==> config.mk <==
export PLATFORM = sky130hd
export DESIGN_NAME = line_mem_ctrl_flat
export DESIGN_NICKNAME = d
export VERILOG_FILES = /design/src/rtl/line_mem_pkg.sv /design/src/rtl/line_mem_ctrl_if.sv /design/src/rtl/line_buffer.sv /design/src/rtl/line_mem_ctrl.sv /design/src/flat_wrapper.sv
export SDC_FILE = /design/constraint.sdc
export NUM_CORES = 1
export LEC_CHECK = 0
export CORE_ASPECT_RATIO = 1.1
export CORE_MARGIN = 4
export CORE_UTILIZATION = 48
export CTS_BUF_LIST = sky130_fd_sc_hd__clkbuf_4 sky130_fd_sc_hd__clkbuf_8
export DETAILED_ROUTE_END_ITERATION = 8
export GPL_ROUTABILITY_DRIVEN = 0
export GPL_TIMING_DRIVEN = 0
export PLACE_DENSITY = 0.89
export SYNTH_ARGS = -nofsm -noshare
export SYNTH_HDL_FRONTEND = slang
export SYNTH_HIERARCHICAL = 1
export SYNTH_SLANG_ARGS = --single-unit
==> constraint.sdc <==
create_clock -name CLK -period 2.5 [get_ports CLK]
set_input_delay 0.5 -clock CLK [delete_from_list [all_inputs] [get_ports CLK]]
set_output_delay 0.5 -clock CLK [all_outputs]
set_load 0.05 [all_outputs]
==> src/rtl/line_mem_pkg.sv <==
// -----------------------------------------------------------------------------
// line_mem_pkg
// Shared definitions for the cache line-fill / write-back memory responder.
// It holds the FSM state encoding, the line geometry and the helper that forms
// a RAM byte address from a line address and a beat index.
// -----------------------------------------------------------------------------
package line_mem_pkg;

    localparam int ADDR_WIDTH  = 32;
    localparam int DATA_WIDTH  = 32;
    localparam logic [DATA_WIDTH-1:0] ZeroWord = '0;

    localparam int LINE_WORDS  = 8;
    localparam int BEAT_W      = 3;
    localparam int LINE_W      = 256;
    localparam int LINE_ADDR_W = ADDR_WIDTH - 5;

    typedef enum logic [2:0] {
        ST_IDLE    = 3'd0,
        ST_WB      = 3'd1,
        ST_RD      = 3'd2,
        ST_RD_LAST = 3'd3,
        ST_DONE    = 3'd4
    } state_t;

    // Byte address of word 'beat' within the 32-byte line 'line'.
    function automatic logic [ADDR_WIDTH-1:0] line_addr(
        input logic [LINE_ADDR_W-1:0] line,
        input logic [BEAT_W-1:0]      beat
    );
        return {line, beat, 2'b00};
    endfunction

endpackage

==> src/rtl/line_mem_ctrl_if.sv <==
// -----------------------------------------------------------------------------
// line_mem_ctrl_if
// Cache-side request/response bundle of the line memory controller.
//   req_read     refill the line at req_addr
//   req_write    write back req_wdata to the line at req_wb_addr
//   req_addr     refill byte address (bits [4:0] ignored)
//   req_wb_addr  victim byte address (bits [4:0] ignored)
//   req_wdata    victim line, word k = bits [32k+31:32k]
//   resp_rdata   refilled line, held until the next refill completes
//   resp_valid   one-cycle completion pulse
//   busy         controller is not idle
// master = the cache (requester), slave = the controller.
// -----------------------------------------------------------------------------
interface line_mem_ctrl_if;
    import line_mem_pkg::*;

    logic                    req_read;
    logic                    req_write;
    logic [ADDR_WIDTH-1:0]   req_addr;
    logic [ADDR_WIDTH-1:0]   req_wb_addr;
    logic [LINE_W-1:0]       req_wdata;
    logic [LINE_W-1:0]       resp_rdata;
    logic                    resp_valid;
    logic                    busy;

    modport master (
        output req_read, req_write, req_addr, req_wb_addr, req_wdata,
        input  resp_rdata, resp_valid, busy
    );

    modport slave (
        input  req_read, req_write, req_addr, req_wb_addr, req_wdata,
        output resp_rdata, resp_valid, busy
    );

endinterface

==> src/rtl/line_buffer.sv <==
// -----------------------------------------------------------------------------
// line_buffer
// 8 x 32-bit register file used to assemble a refilled line word by word.
//   clk      clock (rising edge)
//   i_we     write enable for one word
//   i_idx    word index to write
//   i_wdata  word to write
//   o_line   flat view of all words, word k = bits [32k+31:32k]
// Contents are pure data and are not reset.
// -----------------------------------------------------------------------------
module line_buffer
    import line_mem_pkg::*;
(
    input  logic                  clk,
    input  logic                  i_we,
    input  logic [BEAT_W-1:0]     i_idx,
    input  logic [DATA_WIDTH-1:0] i_wdata,
    output logic [LINE_W-1:0]     o_line
);

    logic [DATA_WIDTH-1:0] r_mem [LINE_WORDS];

    always_ff @(posedge clk) begin
        if (i_we) begin
            r_mem[i_idx] <= i_wdata;
        end
    end

    for (genvar k = 0; k < LINE_WORDS; k++) begin : g_view
        assign o_line[k*DATA_WIDTH +: DATA_WIDTH] = r_mem[k];
    end

endmodule

==> src/rtl/line_mem_ctrl.sv <==
// -----------------------------------------------------------------------------
// line_mem_ctrl
// Memory-side responder for the data cache line port. Takes one 256-bit line
// request at a time (write-back, refill, or write-back then refill) and
// serialises it onto a 32-bit synchronous RAM with one-cycle read latency.
//   CLK        clock, rising edge
//   RST_N      synchronous active-low reset
//   bus        cache-side request/response bundle (slave side)
//   ram_en     RAM access strobe (registered)
//   ram_we     1 = write, 0 = read, qualified by ram_en (registered)
//   ram_addr   RAM byte address {line, beat, 2'b00} (registered)
//   ram_wdata  RAM write word (registered)
//   ram_rdata  RAM read word, valid the cycle after a read strobe
// -----------------------------------------------------------------------------
module line_mem_ctrl #(
    parameter int LINE_WORDS = 8,
    parameter int RAM_RD_LAT = 1
) (
    input  logic                               CLK,
    input  logic                               RST_N,
    line_mem_ctrl_if.slave                     bus,
    output logic                               ram_en,
    output logic                               ram_we,
    output logic [line_mem_pkg::ADDR_WIDTH-1:0] ram_addr,
    output logic [line_mem_pkg::DATA_WIDTH-1:0] ram_wdata,
    input  logic [line_mem_pkg::DATA_WIDTH-1:0] ram_rdata
);
    import line_mem_pkg::*;

    if (LINE_WORDS != 8 || RAM_RD_LAT != 1) begin : g_param_check
        $error("line_mem_ctrl supports only LINE_WORDS=8 and RAM_RD_LAT=1");
    end

    state_t                  r_state;
    state_t                  w_state_nxt;
    logic [BEAT_W-1:0]       r_beat;
    logic [BEAT_W-1:0]       w_beat_nxt;
    logic                    r_rd_op;
    logic [LINE_ADDR_W-1:0]  r_wb_line;
    logic [LINE_ADDR_W-1:0]  r_rd_line;
    logic [LINE_W-1:0]       r_wdata;
    logic                    r_pend;
    logic [BEAT_W-1:0]       r_pend_idx;
    logic                    r_ram_en;
    logic                    r_ram_we;
    logic [ADDR_WIDTH-1:0]   r_ram_addr;
    logic [DATA_WIDTH-1:0]   r_ram_wdata;
    logic [LINE_W-1:0]       r_resp_rdata;

    logic                    w_req;
    logic                    w_accept;
    logic                    w_last_beat;
    logic [LINE_ADDR_W-1:0]  w_wb_line_nxt;
    logic [LINE_ADDR_W-1:0]  w_rd_line_nxt;
    logic [LINE_W-1:0]       w_wdata_nxt;
    logic                    w_ram_en_nxt;
    logic                    w_ram_we_nxt;
    logic [ADDR_WIDTH-1:0]   w_ram_addr_nxt;
    logic [DATA_WIDTH-1:0]   w_ram_wdata_nxt;
    logic [LINE_W-1:0]       w_buf_line;
    logic                    w_unused;

    assign w_unused    = ^{bus.req_addr[4:0], bus.req_wb_addr[4:0]};

    assign w_req       = bus.req_read | bus.req_write;
    assign w_accept    = (r_state == ST_IDLE) && w_req;
    assign w_last_beat = (r_beat == BEAT_W'(LINE_WORDS - 1));

    // Values the capture registers will hold next cycle; the RAM outputs are
    // registered, so the first beat must be formed from the live request.
    assign w_wb_line_nxt = w_accept ? bus.req_wb_addr[ADDR_WIDTH-1:5] : r_wb_line;
    assign w_rd_line_nxt = w_accept ? bus.req_addr[ADDR_WIDTH-1:5]    : r_rd_line;
    assign w_wdata_nxt   = w_accept ? bus.req_wdata                   : r_wdata;

    // Next state and beat. The beat counter is cleared in IDLE and wraps
    // 7 -> 0 on the last beat, so every state starts at beat 0.
    always_comb begin
        w_state_nxt = r_state;
        w_beat_nxt  = '0;
        case (r_state)
            ST_IDLE: begin
                if (w_req) begin
                    w_state_nxt = bus.req_write ? ST_WB : ST_RD;
                end
            end
            ST_WB: begin
                w_beat_nxt = r_beat + BEAT_W'(1);
                if (w_last_beat) begin
                    w_state_nxt = r_rd_op ? ST_RD : ST_DONE;
                end
            end
            ST_RD: begin
                w_beat_nxt = r_beat + BEAT_W'(1);
                if (w_last_beat) begin
                    w_state_nxt = ST_RD_LAST;
                end
            end
            ST_RD_LAST: w_state_nxt = ST_DONE;
            ST_DONE:    w_state_nxt = ST_IDLE;
            default:    w_state_nxt = ST_IDLE;
        endcase
    end

    // RAM drive for the coming cycle, derived from the next state and beat.
    always_comb begin
        w_ram_en_nxt    = 1'b0;
        w_ram_we_nxt    = 1'b0;
        w_ram_addr_nxt  = ZeroWord;
        w_ram_wdata_nxt = ZeroWord;
        case (w_state_nxt)
            ST_WB: begin
                w_ram_en_nxt    = 1'b1;
                w_ram_we_nxt    = 1'b1;
                w_ram_addr_nxt  = line_addr(w_wb_line_nxt, w_beat_nxt);
                w_ram_wdata_nxt = w_wdata_nxt[int'(w_beat_nxt)*DATA_WIDTH +: DATA_WIDTH];
            end
            ST_RD: begin
                w_ram_en_nxt   = 1'b1;
                w_ram_addr_nxt = line_addr(w_rd_line_nxt, w_beat_nxt);
            end
            default: begin
            end
        endcase
    end

    always_ff @(posedge CLK) begin
        if (!RST_N) begin
            r_state      <= ST_IDLE;
            r_beat       <= '0;
            r_rd_op      <= 1'b0;
            r_pend       <= 1'b0;
            r_pend_idx   <= '0;
            r_ram_en     <= 1'b0;
            r_ram_we     <= 1'b0;
            r_ram_addr   <= ZeroWord;
            r_ram_wdata  <= ZeroWord;
            r_resp_rdata <= '0;
        end else begin
            r_state     <= w_state_nxt;
            r_beat      <= w_beat_nxt;
            if (w_accept) begin
                r_rd_op <= bus.req_read;
            end
            // A read issued this cycle returns data next cycle into slot r_beat.
            r_pend      <= (r_state == ST_RD);
            r_pend_idx  <= r_beat;
            r_ram_en    <= w_ram_en_nxt;
            r_ram_we    <= w_ram_we_nxt;
            r_ram_addr  <= w_ram_addr_nxt;
            r_ram_wdata <= w_ram_wdata_nxt;
            // In RD_LAST the last word is still on ram_rdata and lands in the
            // buffer at this same edge, so merge it directly into the response.
            if (r_state == ST_RD_LAST) begin
                r_resp_rdata <= {ram_rdata, w_buf_line[LINE_W-DATA_WIDTH-1:0]};
            end
        end
    end

    always_ff @(posedge CLK) begin
        if (w_accept) begin
            r_wb_line <= bus.req_wb_addr[ADDR_WIDTH-1:5];
            r_rd_line <= bus.req_addr[ADDR_WIDTH-1:5];
            r_wdata   <= bus.req_wdata;
        end
    end

    line_buffer u_line_buffer (
        .clk     (CLK),
        .i_we    (r_pend),
        .i_idx   (r_pend_idx),
        .i_wdata (ram_rdata),
        .o_line  (w_buf_line)
    );

    assign ram_en         = r_ram_en;
    assign ram_we         = r_ram_we;
    assign ram_addr       = r_ram_addr;
    assign ram_wdata      = r_ram_wdata;
    assign bus.resp_rdata = r_resp_rdata;
    assign bus.resp_valid = (r_state == ST_DONE);
    assign bus.busy       = (r_state != ST_IDLE);

endmodule

==> src/flat_wrapper.sv <==
// flat-port wrapper written by rule: the top's interface ports become plain ports
module line_mem_ctrl_flat import line_mem_pkg::*;
#(
    parameter int LINE_WORDS = 8,
    parameter int RAM_RD_LAT = 1
)
  (CLK, RST_N, ram_en, ram_we, ram_addr, ram_wdata, ram_rdata, bus_req_read, bus_req_write, bus_req_addr, bus_req_wb_addr, bus_req_wdata, bus_resp_rdata, bus_resp_valid, bus_busy);
  line_mem_ctrl_if bus_i ();
  input  logic CLK;
  input  logic RST_N;
  output logic ram_en;
  output logic ram_we;
  output logic [line_mem_pkg::ADDR_WIDTH-1:0] ram_addr;
  output logic [line_mem_pkg::DATA_WIDTH-1:0] ram_wdata;
  input  logic [line_mem_pkg::DATA_WIDTH-1:0] ram_rdata;
  input wire logic [$bits(bus_i.req_read)-1:0] bus_req_read;
  input wire logic [$bits(bus_i.req_write)-1:0] bus_req_write;
  input wire logic [$bits(bus_i.req_addr)-1:0] bus_req_addr;
  input wire logic [$bits(bus_i.req_wb_addr)-1:0] bus_req_wb_addr;
  input wire logic [$bits(bus_i.req_wdata)-1:0] bus_req_wdata;
  output wire logic [$bits(bus_i.resp_rdata)-1:0] bus_resp_rdata;
  output wire logic [$bits(bus_i.resp_valid)-1:0] bus_resp_valid;
  output wire logic [$bits(bus_i.busy)-1:0] bus_busy;
  assign bus_i.req_read = bus_req_read;
  assign bus_i.req_write = bus_req_write;
  assign bus_i.req_addr = bus_req_addr;
  assign bus_i.req_wb_addr = bus_req_wb_addr;
  assign bus_i.req_wdata = bus_req_wdata;
  assign bus_resp_rdata = bus_i.resp_rdata;
  assign bus_resp_valid = bus_i.resp_valid;
  assign bus_busy = bus_i.busy;
  line_mem_ctrl #(.LINE_WORDS(LINE_WORDS), .RAM_RD_LAT(RAM_RD_LAT)) u_core (.CLK(CLK), .RST_N(RST_N), .bus(bus_i), .ram_en(ram_en), .ram_we(ram_we), .ram_addr(ram_addr), .ram_wdata(ram_wdata), .ram_rdata(ram_rdata));
endmodule
==> impl_metrics.tcl, run 1 <==
set metrics [dict create \
    status "finished, final reports clean" \
    r2r.worst_path.cells 6 \
    critPathRequiredTime_ns 3.11 \
    floorplan.core_area_mm2 0.06384 \
    total_leakage_power_nw 18.19 \
    post-dp-hpwl_mm 79.53 \
    hold_path_startpoint "bus_req_wdata[149]" \
    post_drt_via_cell_ratio 5.561 \
    wirelength_mm 110.7 \
    total_power_divided_by_cell_area_mw_per_mm2 815.7 \
    hold-path-endpoint "u_core/r_wdata[149]" \
    hold_slack_ns 0.2519 \
    synthesis.area_mm2 0.03102 \
    first_global_vias 26000 \
    grt-ovfl-total 0 \
    critPathLaunchType "register" \
    critical-path-top-delay-family "buffers and inverters" \
    cp.buffers_inverters 2 \
    clk_pin_slew_worst_paths_ns 0.06 \
    max_freq_mhz 401.6 \
    post_synth_inst_count 2858 \
    start_util_pct 48.59 \
    num_rows 97 \
    chipWidth_um 250.4 \
    syn-mean-instance-area_um2 10.85 \
    track_usage_pct 30.44 \
    finClkSkew_ns 0.03384 \
    cts_buffers 132 \
    max_slew_margin_pct 25.68 \
    mostFrequentLayoutCell "sky130_fd_sc_hd__nand2_1" \
    worst_path_largest_cell_delay_ns 0.46 \
    worstReg2RegEnd "u_core/ram_wdata[10]" \
    regToRegStartpoint "u_core/r_state[0]" \
    min_path_cells 3 \
    ff2ff_setup_slack_ns 0.01 \
    power.total_mw 34.42 \
    cts_sinks 865 \
    grt_start_max_net_pins 33 \
    dieArea_mm2 0.06876 \
    crit_path_end_kind "register" \
    dpl.cell_count 4370 \
    finalHoldViolations 0 \
    crit_slowest_cell "sky130_fd_sc_hd__a221oi_2" \
    max-cap-violations 0 \
    final_cycle_utilization_of_the_critical_path_pct 99.61 \
    clkLatencyLatePin_ns 0.79 \
    final-setup-viol-count 0 \
    critical_path_peak_fanout 10 \
    cts_max_level 4 \
    number_of_drc_violations_after_detailed_routing 0 \
    final_cell_count_no_fill 4624 \
    tritoncts "done" \
    syn2layout_area_growth_pct 36.05 \
    io_pins 680 \
    power.ir.vdd_worst_v 0.0005445 \
    synth.yosys.warnings 6 \
    worstPathCellList "buf_4, xor2_2, nand3_2, clkbuf_2, a221oi_2, a2111oi_4" \
    route.vias.total 25710 \
    post_cts_hold_buffer_count 0 \
    grt_first_pass_wirelength_mm 157.3 \
    worst-endpoint-arrival_ns 3.10 \
    path_category_of_the_worst_min_delay_check "in -> reg" \
    floorplan.die.height_um 274.6 \
    actual_transition_at_the_worst_max_transition_pin_ns 1.115 \
    fin_util_pct 66.10 \
    cts.path.max_buffers 3 \
    detailedRoute.firstIterationViolations 2187 \
    first_drt_pass_iteration_count 6 \
    average_wire_length_per_cell_after_detail_routing_um 23.94 \
    final_net_count 4032 \
    postRouteAntennaNets 0 \
    share_of_layout_cells_above_drive_strength_1_pct 14.01 \
    port-buffer-count 667 \
    critical_path_class "reg -> reg" \
    finalCriticalPeriod_ns 2.490 \
    root_buffer "sky130_fd_sc_hd__clkbuf_8" \
    maxSlewViolCount 0 \
    antenna_found_initial 15 \
    final_cell_mix "sky130_fd_sc_hd__nand2_1 (1031), sky130_fd_sc_hd__dfxtp_1 (641), sky130_fd_sc_hd__clkdlybuf4s50_1 (436), sky130_fd_sc_hd__a21boi_0 (256), sky130_fd_sc_hd__edfxtp_1 (224)" \
]
power by group:
group	switching, mW	total (mW)	internal (mW)
sequential	0.571	16.2	15.7
combinational	3.53	5.93	2.41
clock	5.65	12.3	6.61
total	9.74	34.4	24.7
per-layer routing:
| layer | global-route usage, % | wire length [um] |
|---|---|---|
| met5 | 0 | 114 |
| met4 | 19.33 | 7540 |
| met3 | 9.124 | 11010 |
| met2 | 54.20 | 55250 |
| met1 | 31.36 | 36770 |
cell type report:
| type | count | area (um2) |
|---|---|---|
| clock buffers | 199 | 2464 |
| flip-flops and latches | 865 | 19560 |
| inverters | 62 | 236.5 |
| diodes | 8 | 20.02 |
| clock inverters | 37 | 340.3 |
| well taps | 841 | 1052 |
| multi-input cells | 1743 | 10680 |
| plain buffers | 187 | 1072 |
| repair buffers | 682 | 6775 |
| fillers | 4460 | 21640 |
through the flow:
step / setup TNS (ns) / setup WS, ns / instance area (um2)
2_1_floorplan: 0 / 0.2099 / 31030
3_3_place_gp: -248.54 / -1.160 / 38760
3_5_place_dp: -249.23 / -1.166 / 38800
4_1_cts: -0.2686 / -0.06932 / 41680
5_1_grt: -0.006256 / -0.006256 / 42190
6_report: 0 / 0.009686 / 42200
state kept, by name, summed over array words and instances (netlist names):
name,flops
u_core/r_wb_line,27
u_core/r_beat,3
u_core/r_pend,1
u_core/r_pend_idx,3
u_core/r_wdata,256
u_core/u_line_buffer/r_mem,224
u_core/ram_we,1
u_core/ram_addr,30
u_core/ram_wdata,32
u_core/r_rd_op,1
u_core/ram_en,1
u_core/bus.resp_rdata,256
u_core/r_rd_line,27
u_core/r_state,3
what timing repair did:
action                                  4_1_cts  5_1_grt
pin swaps                                     4        3
resized for setup                           239      172
endpoints found under the hold margin         0        0
endpoints found under the setup margin      608      352
setup buffers                                 9        3
worst max path at each step:
stage | startpoint | to | slack, ns | cells past startpoint
2_1_floorplan | u_core/r_state[2] | u_core/ram_wdata[10] | 0.21 | 8
3_3_place_gp | bus_req_write | u_core/ram_wdata[10] | -1.16 | 6
3_5_place_dp | bus_req_write | u_core/ram_wdata[10] | -1.17 | 6
4_1_cts | u_core/r_state[2] | u_core/ram_wdata[10] | -0.07 | 10
5_1_grt | u_core/bus.resp_rdata[231] | bus_resp_rdata[231] | -0.006 | 1
6_report | u_core/r_state[0] | u_core/ram_wdata[10] | 0.01 | 6
worst register-to-register path: stages, from the launching register on:
cell and delay [ns]:
sky130_fd_sc_hd__dfxtp_1 0.40, sky130_fd_sc_hd__buf_4 0.23, sky130_fd_sc_hd__xor2_2 0.27, sky130_fd_sc_hd__nand3_2 0.40, sky130_fd_sc_hd__clkbuf_2 0.44, sky130_fd_sc_hd__a221oi_2 0.46, sky130_fd_sc_hd__a2111oi_4 0.12
Note: power is estimated with default switching activity, not from simulation.
==> run 2: changes to the inputs <==
--- a/config.mk
+++ b/config.mk
@@ -12,7 +12,7 @@
 export DETAILED_ROUTE_END_ITERATION = 8
 export GPL_ROUTABILITY_DRIVEN = 0
 export GPL_TIMING_DRIVEN = 0
-export PLACE_DENSITY = 0.89
+export PLACE_DENSITY = 0.83
 export SYNTH_ARGS = -nofsm -noshare
 export SYNTH_HDL_FRONTEND = slang
 export SYNTH_HIERARCHICAL = 1
==> run 2 against run 1 <==
Effect of this change: the flow now finishes with violations (negative setup slack); non-clock buffer count grew 2; register-to-register slack worse by 0.02 ns; cell count grew 0.24%; sequential power hardly changed; critical endpoint is now u_core/ram_wdata[11].
==> impl_metrics.tcl, run 2 (synthesized netlist as in run 1, its figures left out) <==
set metrics [dict create \
    status "finished, violations left" \
    failing_checks "negative setup slack" \
    total_leakage_power_nw 17.58 \
    postRouteAntennaNets 0 \
    critPathLaunchType "register" \
    post_cts_hold_buffer_count 0 \
    final_cell_mix "sky130_fd_sc_hd__nand2_1 (1032), sky130_fd_sc_hd__dfxtp_1 (641), sky130_fd_sc_hd__clkdlybuf4s50_1 (485), sky130_fd_sc_hd__a21boi_0 (256), sky130_fd_sc_hd__edfxtp_1 (224)" \
    floorplan.core_area_mm2 0.06384 \
    post_drt_via_cell_ratio 5.471 \
    power.ir.vdd_worst_v 0.0005475 \
    finClkSkew_ns 0.03496 \
    detailedRoute.firstIterationViolations 2164 \
    dieArea_mm2 0.06876 \
    worstPathCellList "buf_6, nor3_4, inv_2, nor2_4, buf_8, buf_6, buf_4, nand2_1, a32oi_1, and4b_1" \
    setup.worst_path.start "u_core/r_state[2]" \
    setup_ws_ns -0.01020 \
    grt_first_pass_wirelength_mm 152.2 \
    critPathRequiredTime_ns 3.21 \
    tritoncts "done" \
    floorplan.die.height_um 274.6 \
    post-dp-hpwl_mm 78.06 \
    num_rows 97 \
    worst-endpoint-arrival_ns 3.22 \
    start_util_pct 48.59 \
    cp_common_cell "sky130_fd_sc_hd__buf_6" \
    cts_buffers 133 \
    path_category_of_the_worst_min_delay_check "in -> reg" \
    share_of_layout_cells_above_drive_strength_1_pct 13.32 \
    mostFrequentLayoutCell "sky130_fd_sc_hd__nand2_1" \
    average_wire_length_per_cell_after_detail_routing_um 23.18 \
    chipWidth_um 250.4 \
    grt_start_max_net_pins 33 \
    final_cycle_utilization_of_the_critical_path_pct 100.4 \
    root_buffer "sky130_fd_sc_hd__clkbuf_8" \
    regToRegStartpoint "u_core/r_state[2]" \
    finalHoldViolations 0 \
    route.vias.total 25360 \
    critical_path_class "reg -> reg" \
    max-cap-violations 0 \
    actual_transition_at_the_worst_max_transition_pin_ns 1.093 \
    cts.path.max_buffers 3 \
    hold_path_startpoint "bus_req_wdata[146]" \
    maxSlewViolCount 0 \
    critical_path_peak_fanout 10 \
    final-setup-viol-count 3 \
    finalCriticalPeriod_ns 2.510 \
    worst_path_largest_cell_delay_ns 0.38 \
    max_slew_margin_pct 27.12 \
    total_power_divided_by_cell_area_mw_per_mm2 813.3 \
    track_usage_pct 29.55 \
    preCtsSetupSlack_ns -1.035 \
    unrepaired_setup_endpoints_after_global_routing "yes" \
    cts_max_level 4 \
    syn2layout_area_growth_pct 35.63 \
    clkLatencyLatePin_ns 0.77 \
    crit_slowest_cell "sky130_fd_sc_hd__a32oi_1" \
    final_net_count 4035 \
    clk_pin_slew_worst_paths_ns 0.06 \
    max_freq_mhz 398.4 \
    antenna_found_initial 23 \
    number_of_drc_violations_after_detailed_routing 0 \
    power.total_mw 34.22 \
    crit_path_end_kind "register" \
    grt-ovfl-total 0 \
    cts_sinks 865 \
    port-buffer-count 667 \
    first_drt_pass_iteration_count 6 \
    first_global_vias 24920 \
    io_pins 680 \
    wirelength_mm 107.5 \
]
## run 2: layout make-up
| class | instances | area [um2] |
|---|---|---|
| clock buffers | 207 | 2549 |
| fillers | 4764 | 21770 |
| diodes | 17 | 42.54 |
| flip-flops and latches | 865 | 19560 |
| well taps | 841 | 1052 |
| multi-input cells | 1743 | 10650 |
| repair buffers | 683 | 6756 |
| inverters | 62 | 232.7 |
| clock inverters | 29 | 205.2 |
| plain buffers | 188 | 1025 |
## run 2: through the flow
step            TNS, ns  hold WS (ns)  std cells  cell area (um2)  util (%)
3_5_place_dp    -226.41        0.4313       4369            38790     60.76
6_report       -0.02222        0.2559       4635            42070     65.90
2_1_floorplan         0        0.4146       2859            31030         -
5_1_grt         -0.2838        0.2078       4633            42070     65.89
4_1_cts        -0.08712        0.1811       4613            41710     65.34
3_3_place_gp    -213.72        0.4252       4367            38760     60.71
## run 2: routing by layer
layer	vias up	share of wire [%]	GRT usage, %
met2	1532	50	52.18
met5	-	0.073	0
li1	11330	-	-
met1	12080	34	32.31
met4	14	6.3	16.72
met3	395	9.4	7.894
## run 2: final timing paths
check / to / slack (ns) / depth (start not counted)
max: u_core/ram_wdata[11] / -0.01 / 10
max reg2reg: u_core/ram_wdata[11] / -0.01 / 10
min reg2reg: u_core/r_wdata[124] / 0.44 / 2
min: u_core/r_wdata[146] / 0.26 / 3
## run 2: worst max-delay path: cells and delay by family (launching register included)
family / cells / cell delay (ns)
flops: 1 / 0.31
simple gates: 4 / 0.86
buf+inv: 5 / 0.91
compound gates: 1 / 0.38
## run 2: what timing repair did
| action | 4_1_cts | 5_1_grt |
|---|---|---|
| endpoints found under the setup margin | 551 | 223 |
| gates cloned | 0 | 1 |
| pin swaps | 3 | 6 |
| gates resized for setup | 229 | 95 |
| buffers inserted | 9 | 4 |
## run 2: power breakdown
part | switching [mW] | total [mW] | leakage (nW) | internal, mW
combinational | 3.50 | 5.92 | 8.81 | 2.42
sequential | 0.557 | 16.2 | 7.31 | 15.7
clock | 5.55 | 12.1 | 1.46 | 6.53
==> run 3: changes to the inputs <==
--- a/config.mk
+++ b/config.mk
@@ -9,6 +9,7 @@
 export CORE_MARGIN = 4
 export CORE_UTILIZATION = 48
 export CTS_BUF_LIST = sky130_fd_sc_hd__clkbuf_4 sky130_fd_sc_hd__clkbuf_8
+export CTS_CLUSTER_SIZE = 20
 export DETAILED_ROUTE_END_ITERATION = 8
 export GPL_ROUTABILITY_DRIVEN = 0
 export GPL_TIMING_DRIVEN = 0
==> results of run 3 <==
Same layout as run 2: the final DEF is identical, and so are final timing and power.
